<file path="src/rtl/cpu_dmem_responder.sv">
// Data-side responder for the single-cycle CPU: 240-byte RAM plus an I/O page (keypad FIFO, LEDs, timer).
// Latency: DOUT is combinational from ADDR and current state; writes land on the MW rising edge.
// Backpressure: none; a keypad event arriving while the FIFO is full is dropped and flags overflow.
// Ports: CLK/RESET_L clock and async active-low reset; ADDR/WDATA/MW CPU data access, DOUT read data;
//        KEY_VALID/KEY_CODE keypad events in; LED register out; KEY_PENDING = keypad FIFO non-empty.
module cpu_dmem_responder #(
  parameter int                ADDR_W     = 8,
  parameter logic [ADDR_W-1:0] IO_BASE    = 8'hF0,
  parameter int                FIFO_DEPTH = 4
) (
  input  logic              CLK,
  input  logic              RESET_L,
  input  logic [ADDR_W-1:0] ADDR,
  input  logic [7:0]        WDATA,
  input  logic              MW,
  output logic [7:0]        DOUT,
  input  logic              KEY_VALID,
  input  logic [3:0]        KEY_CODE,
  output logic [7:0]        LED,
  output logic              KEY_PENDING
);

  localparam int RAM_SIZE = int'(IO_BASE);
  localparam int PTR_W    = $clog2(FIFO_DEPTH);
  localparam int CNT_W    = PTR_W + 1;

  localparam logic [ADDR_W-1:0] OFF_STATUS = ADDR_W'(0);
  localparam logic [ADDR_W-1:0] OFF_KEY    = ADDR_W'(1);
  localparam logic [ADDR_W-1:0] OFF_LED    = ADDR_W'(2);
  localparam logic [ADDR_W-1:0] OFF_TIMER  = ADDR_W'(3);

  logic [7:0]        ram [RAM_SIZE];
  logic [3:0]        fifo_mem [FIFO_DEPTH];
  logic [PTR_W-1:0]  rd_ptr;
  logic [PTR_W-1:0]  wr_ptr;
  logic [CNT_W-1:0]  count;
  logic              overflow;
  logic [7:0]        timer;

  logic              is_ram;
  logic [ADDR_W-1:0] io_off;
  logic              wr_ram;
  logic              wr_status;
  logic              wr_key;
  logic              wr_led;
  logic              empty;
  logic              full;
  logic              pop;
  logic              push;
  logic              drop;

  assign is_ram    = (ADDR < IO_BASE);
  assign io_off    = ADDR - IO_BASE;
  assign wr_ram    = MW && is_ram;
  assign wr_status = MW && !is_ram && (io_off == OFF_STATUS);
  assign wr_key    = MW && !is_ram && (io_off == OFF_KEY);
  assign wr_led    = MW && !is_ram && (io_off == OFF_LED);

  assign empty = (count == '0);
  assign full  = (count == CNT_W'(FIFO_DEPTH));

  // A pop on an empty FIFO is ignored. A pop on a full FIFO frees the slot
  // the same-cycle push needs, so that push is accepted instead of dropped.
  assign pop  = wr_key && !empty;
  assign push = KEY_VALID && (!full || pop);
  assign drop = KEY_VALID && full && !pop;

  assign KEY_PENDING = !empty;

  // RAM and FIFO storage carry no reset; reads of the FIFO are masked when empty.
  always_ff @(posedge CLK) begin
    if (wr_ram) ram[ADDR] <= WDATA;
    if (push)   fifo_mem[wr_ptr] <= KEY_CODE;
  end

  always_ff @(posedge CLK or negedge RESET_L) begin
    if (!RESET_L) begin
      LED      <= 8'h00;
      timer    <= 8'h00;
      rd_ptr   <= '0;
      wr_ptr   <= '0;
      count    <= '0;
      overflow <= 1'b0;
    end else begin
      timer <= timer + 8'd1;
      if (wr_led) LED <= WDATA;
      if (push)   wr_ptr <= wr_ptr + PTR_W'(1);
      if (pop)    rd_ptr <= rd_ptr + PTR_W'(1);
      count <= count + CNT_W'(push) - CNT_W'(pop);
      // A drop in the same cycle as a W1C clear leaves overflow set.
      if (drop)
        overflow <= 1'b1;
      else if (wr_status && WDATA[1])
        overflow <= 1'b0;
    end
  end

  always_comb begin
    DOUT = 8'h00;
    if (is_ram) begin
      DOUT = ram[ADDR];
    end else begin
      case (io_off)
        OFF_STATUS: DOUT = {6'b0, overflow, !empty};
        OFF_KEY:    DOUT = empty ? 8'h00 : {4'b0, fifo_mem[rd_ptr]};
        OFF_LED:    DOUT = LED;
        OFF_TIMER:  DOUT = timer;
        default:    DOUT = 8'h00;
      endcase
    end
  end

endmodule

</file>
<file path="config.mk">
export PLATFORM = sky130hd
export DESIGN_NAME = cpu_dmem_responder
export DESIGN_NICKNAME = d
export VERILOG_FILES = /design/src/rtl/cpu_dmem_responder.sv
export SDC_FILE = /design/constraint.sdc
export NUM_CORES = 2
export LEC_CHECK = 0
export ABC_AREA = 0
export CORE_ASPECT_RATIO = 0.75
export CORE_MARGIN = 2
export CORE_UTILIZATION = 33
export CTS_CLUSTER_DIAMETER = 80
export DETAILED_ROUTE_END_ITERATION = 6
export GPL_ROUTABILITY_DRIVEN = 0
export GPL_TIMING_DRIVEN = 0
export PLACE_DENSITY = 0.53
export REMOVE_ABC_BUFFERS = 1
export SLEW_MARGIN = 25
export SYNTH_ARGS = -nofsm -noshare
export SYNTH_HDL_FRONTEND = slang
export SYNTH_SLANG_ARGS = --single-unit
</file>
<file path="constraint.sdc">
create_clock -name CLK -period 3.9 [get_ports CLK]
set_input_delay 0.78 -clock CLK [delete_from_list [all_inputs] [get_ports CLK]]
set_output_delay 0.78 -clock CLK [all_outputs]
set_load 0.005 [all_outputs]
</file>
* Word-level counts from Yosys, hierarchy flattened *
Memories as Yosys holds them, arrays and structs flattened.
Index checks and enable logic that the tools add are counted.

cells by class
  add/sub/neg operators = 6
  magnitude comparators = 1
  equality and inequality tests = 4
  mux-type cells = 9
  reduce and logical (&&, ||, !) cells = 18

operators with widths
  cell                 number
  $pmux 8 s4           1
  $eq 8x2->1 const B   2
  $logic_and 1x1->1    10
  $add 8x1->8 const B  1
  $eq 8x1->1 const B   1
  $logic_not 8->1      1
  $lt 8x8->1 const B   1
  $mux 8               1
  $sub 8x8->8 const B  1
  $mux 1               6
  $add 2x1->2 const B  2
  $logic_not 1->1      4
  $mux 4               1
  $add 3x1->3          1
  $eq 3x3->1 const B   1
  $logic_not 3->1      1
  $sub 3x1->3          1
  $reduce_bool 2->1    1
  $logic_or 1x1->1     1

word-level totals
  flip-flop bits (word level) = 24
  RAM bits = 1936
  bits of input ports = 24
  output and inout port bits = 17
  logic and storage cells = 46
  memories = 2

memory list
  name      words  bits a word  read ports  clocked after Yosys merged registers in  wr ports  RTL line  text
  ram       240    8            1           0                                        1         32        logic [7:0] ram [RAM_SIZE];
  fifo_mem  4      4            1           0                                        1         33        logic [3:0] fifo_mem [FIFO_DEPTH];

* Logic depth before layout (Yosys ltp) *
  depth after elaboration = 9
  depth in mapped cells = 15
  gate-level depth less buffers = 13

* Worst setup path after synthesis *
Ideal clock, no wire load.

  kind = input -> output
  start point = input ADDR[0]
  end point = output DOUT[3]
  data arrival time = 2860 ps
  data required time = 3120 ps
  path slack = 260 ps
  cell stages on the path = 9
  cells stage by stage = buf_4 > buf_6 > buf_2 > buf_4 > mux4_2 > a221oi_1 > o221ai_1 > nor4_1 > o22ai_1

on the way
  word-level cells in the longest chain between the ends = 4

ends and longest elaborated chain
  what                                      RTL line  text
  from (decl)                               13        input logic [ADDR_W-1:0] ADDR,
  $sub 8x8->8                               53        assign io_off = ADDR - IO_BASE;
  $eq 8x2->1, or another cell as far along  103       case (io_off)
  $pmux 8 s4                                103
  $mux 8 *                                  100       if (is_ram) begin
  to (decl)                                 16        output logic [7:0] DOUT,

Every way passes the cells marked *; elsewhere a longest branch is shown, timed or not.

* Final worst setup path *
  start point = input ADDR[0]
  end point = output DOUT[4]

The elaborated chain is that of the path after synthesis.

==> flow_summary.toml <==
[timing]
fin_crit_ns = 4.57
setup_ws_ns = -0.670
worst_hold_slack_ns = 0.342
worst_pin_slew_ns = 1.16
max_freq_ghz = 0.219
hold_viol_final = 0
max_slew_margin = 0.226
fin_crit_sh = 1.17
finClkSkew_ns = 0.0186
rsz0062_at_grt = "yes"
maxSlewViolCount = 0
setup_viol = 8

[grt]
antenna_found_initial = 11
grt_usage = 0.189
first_global_vias = 38326
grt_max_degree = 117
grt_first_pass_wirelength_um = 314000
grt-ovfl-total = 0

[flow_run]
drv_cap = 0

[placed_design]
hpwl_um = 127000
preCtsSetupSlack_ns = -2.65
io_buffer_count = 40
placed_area_mm2 = 0.0818

[worst_setup_path]
cp_data_required_time_ns = 3.12
crit_path_end_kind = "output pin"
worstSetupStartpointType = "primary input"
crit_path_max_fanout = 5
cp_data_arrival_time_ns = 3.79
crit_top_cell = "buf_16"
critPathSlowestCell = "mux4_2"
slowest_delay_ns = 0.57
criticalPathCategory = "in -> out"
r2r_setup_slack_ns = 0.59
crit_chain = "buf_16, buf_16, buf_16, buf_12, buf_16, buf_12, mux4_2, mux4_2, a22oi_2, o2111ai_2, and4_4, buf_6"

[power_and_ir_drop]
total_power_w = 0.0437
power_leakage_nw = 28.3
power_density_mw_per_mm2 = 481
ir_drop_v = 0.000336

[yosys]
synth-async-reset-ratio = 0.0122
syn_area_mm2 = 0.0767
synth_warnings = 0
ys.flop_type = "edfxtp_1"
synth_edf_count = 1936
ys_seq_area_frac = 0.765
syn_area_per_cell_um2 = 21.0
synth_cells = 3653
synth_top_area_share = 0.757
synth_cell_types = 70
synth_area_leaders = "edfxtp_1 (76%), mux4_2 (14%), mux2i_1 (2.2%), nor2_1 (1.4%), dfrtp_1 (0.78%)"
yosysTopAreaCell = "edfxtp_1"
ys_ff_latch = 1960

[floorplan]
chipWidth_um = 561
die_area_mm2 = 0.236
rows = 153
start_util = 0.332
core_mm2 = 0.231
die-height_um = 422
io_pins = 41

[final_layout]
layout-drive-gt1-share = 0.299
mostFrequentLayoutCells = "edfxtp_1 (1936), mux4_2 (465), nor2_1 (212)"
design_area_mm2 = 0.0909
areaGrowthSynthToFinish_pct = 18.5
finalNetCount = 3923
final_common_cell = "edfxtp_1"

[worst_hold_path]
min_path_type = "in -> reg"

[drt]
vias = 39115
via_per_inst = 5.48
drtIter0Drc = 5250
antenna_left = 0
drt_first_pass_iters = 5
drc = 0
wl_um = 229000
wl_per_cell_um = 32.0

[clocking]
clock_path_buffers = 4
clock_sinks = 1960
htreeDepth = 4
cts_tree = "done"
path_clk_slew_ns = 0.06
cts_made_buffers = 189
clkLatencyLatePin_ns = 0.83
cts-root-buf = "clkbuf_16"

[status]
run_status = "complete, but fails checks"
violations = "setup timing"
==> synth_stat cells (all sizes together) (10+ instances only) <==
cell and count:
inv 13, clkbuf 88, and3 15, o22ai 17, o21ai 41, nor2 285
mux2i 165, nand3 44, buf 136, edfxtp 1936, nand2b 10, mux2 38
o211ai 12, nor3 15, a22oi 46, a21oi 35, nand2 86, mux4 465
nor2b 21, nand4 16, a211oi 23, dfrtp 24
==> metrics by stage <==
step	utilization	TNS, ns	std cells
2_1_floorplan	-	0	3429
3_3_place_gp	0.345	-	6569
3_5_place_dp	0.353	-1820.14	6634
4_1_cts	0.390	-4.85	7105
5_1_grt	0.393	-4.66	7138
6_report	0.393	-4.60	7138
==> where the power goes <==
part	leakage [nW]	total, W	internal (W)	switching, W
Combinational	7.89	0.00310	0.00125	0.00185
Clock	2.76	0.0174	0.00940	0.00795
Sequential	17.7	0.0233	0.0232	0.0000484
Total	28.3	0.0437	0.0339	0.00985
==> kinds of logic after synthesis <==
family,synth area share
xor gates and xnor gates,0.00126
DFF,0.765
adders and majority gates,0.00140
AOI/OAI and AO/OA,0.0221
and+or+nand+nor,0.0303
buffers and inverters,0.0160
muxes,0.164
==> flip-flops by register name, indices dropped and copies added, names as in the netlist <==
name and flops:
ram 1920, fifo_mem 16, LED 8, timer 8, count 3, rd_ptr 2, wr_ptr 2, overflow 1
==> worst max-delay path, delay by kind of cell <==
kind | cells | cell delay (ns)
compound gates | 2 | 0.65
buf+inv | 7 | 0.91
mux | 2 | 1.10
simple gates | 1 | 0.28
==> worst paths after layout <==
path                               start     endpoint  depth (start not counted)
worst max-delay path             ADDR[0]      DOUT[4]                         12
worst min-delay path            WDATA[7]  ram[214][7]                          1
worst max register to register  count[1]     count[2]                         13
worst min register to register  timer[7]     timer[7]                          1
max in group asynchronous        RESET_L       LED[5]                          2
min in group asynchronous        RESET_L       LED[3]                          2
==> layout make-up <==
| class | count | area [µm²] |
|---|---|---|
| clock inverter | 90 | 520 |
| tap | 3100 | 3880 |
| inverter | 13 | 65.1 |
| multi-input combinational | 1456 | 17900 |
| sequential | 1960 | 58700 |
| fill | 20536 | 140000 |
| antenna | 1 | 2.50 |
| clock buffer | 247 | 5100 |
| timing repair buffer | 271 | 4700 |
==> routing by layer <==
layer | GRT usage | part of all wire
met4 | 0.0453 | 0.024
met2 | 0.271 | 0.43
met5 | 0 | 0.00012
met1 | 0.279 | 0.44
met3 | 0.0593 | 0.10
==> timing repair <==
item / in CTS / in global routing
resized for setup: 198 / 96
gates cloned: 44 / 2
hold buffers: 1 / 0
hold endpoints to repair: 24 / 0
endpoints found under the setup margin: 1123 / 403
pin swaps: 31 / 24
buffers inserted: 89 / 31
No activity file was read; power rests on OpenSTA's default activity.
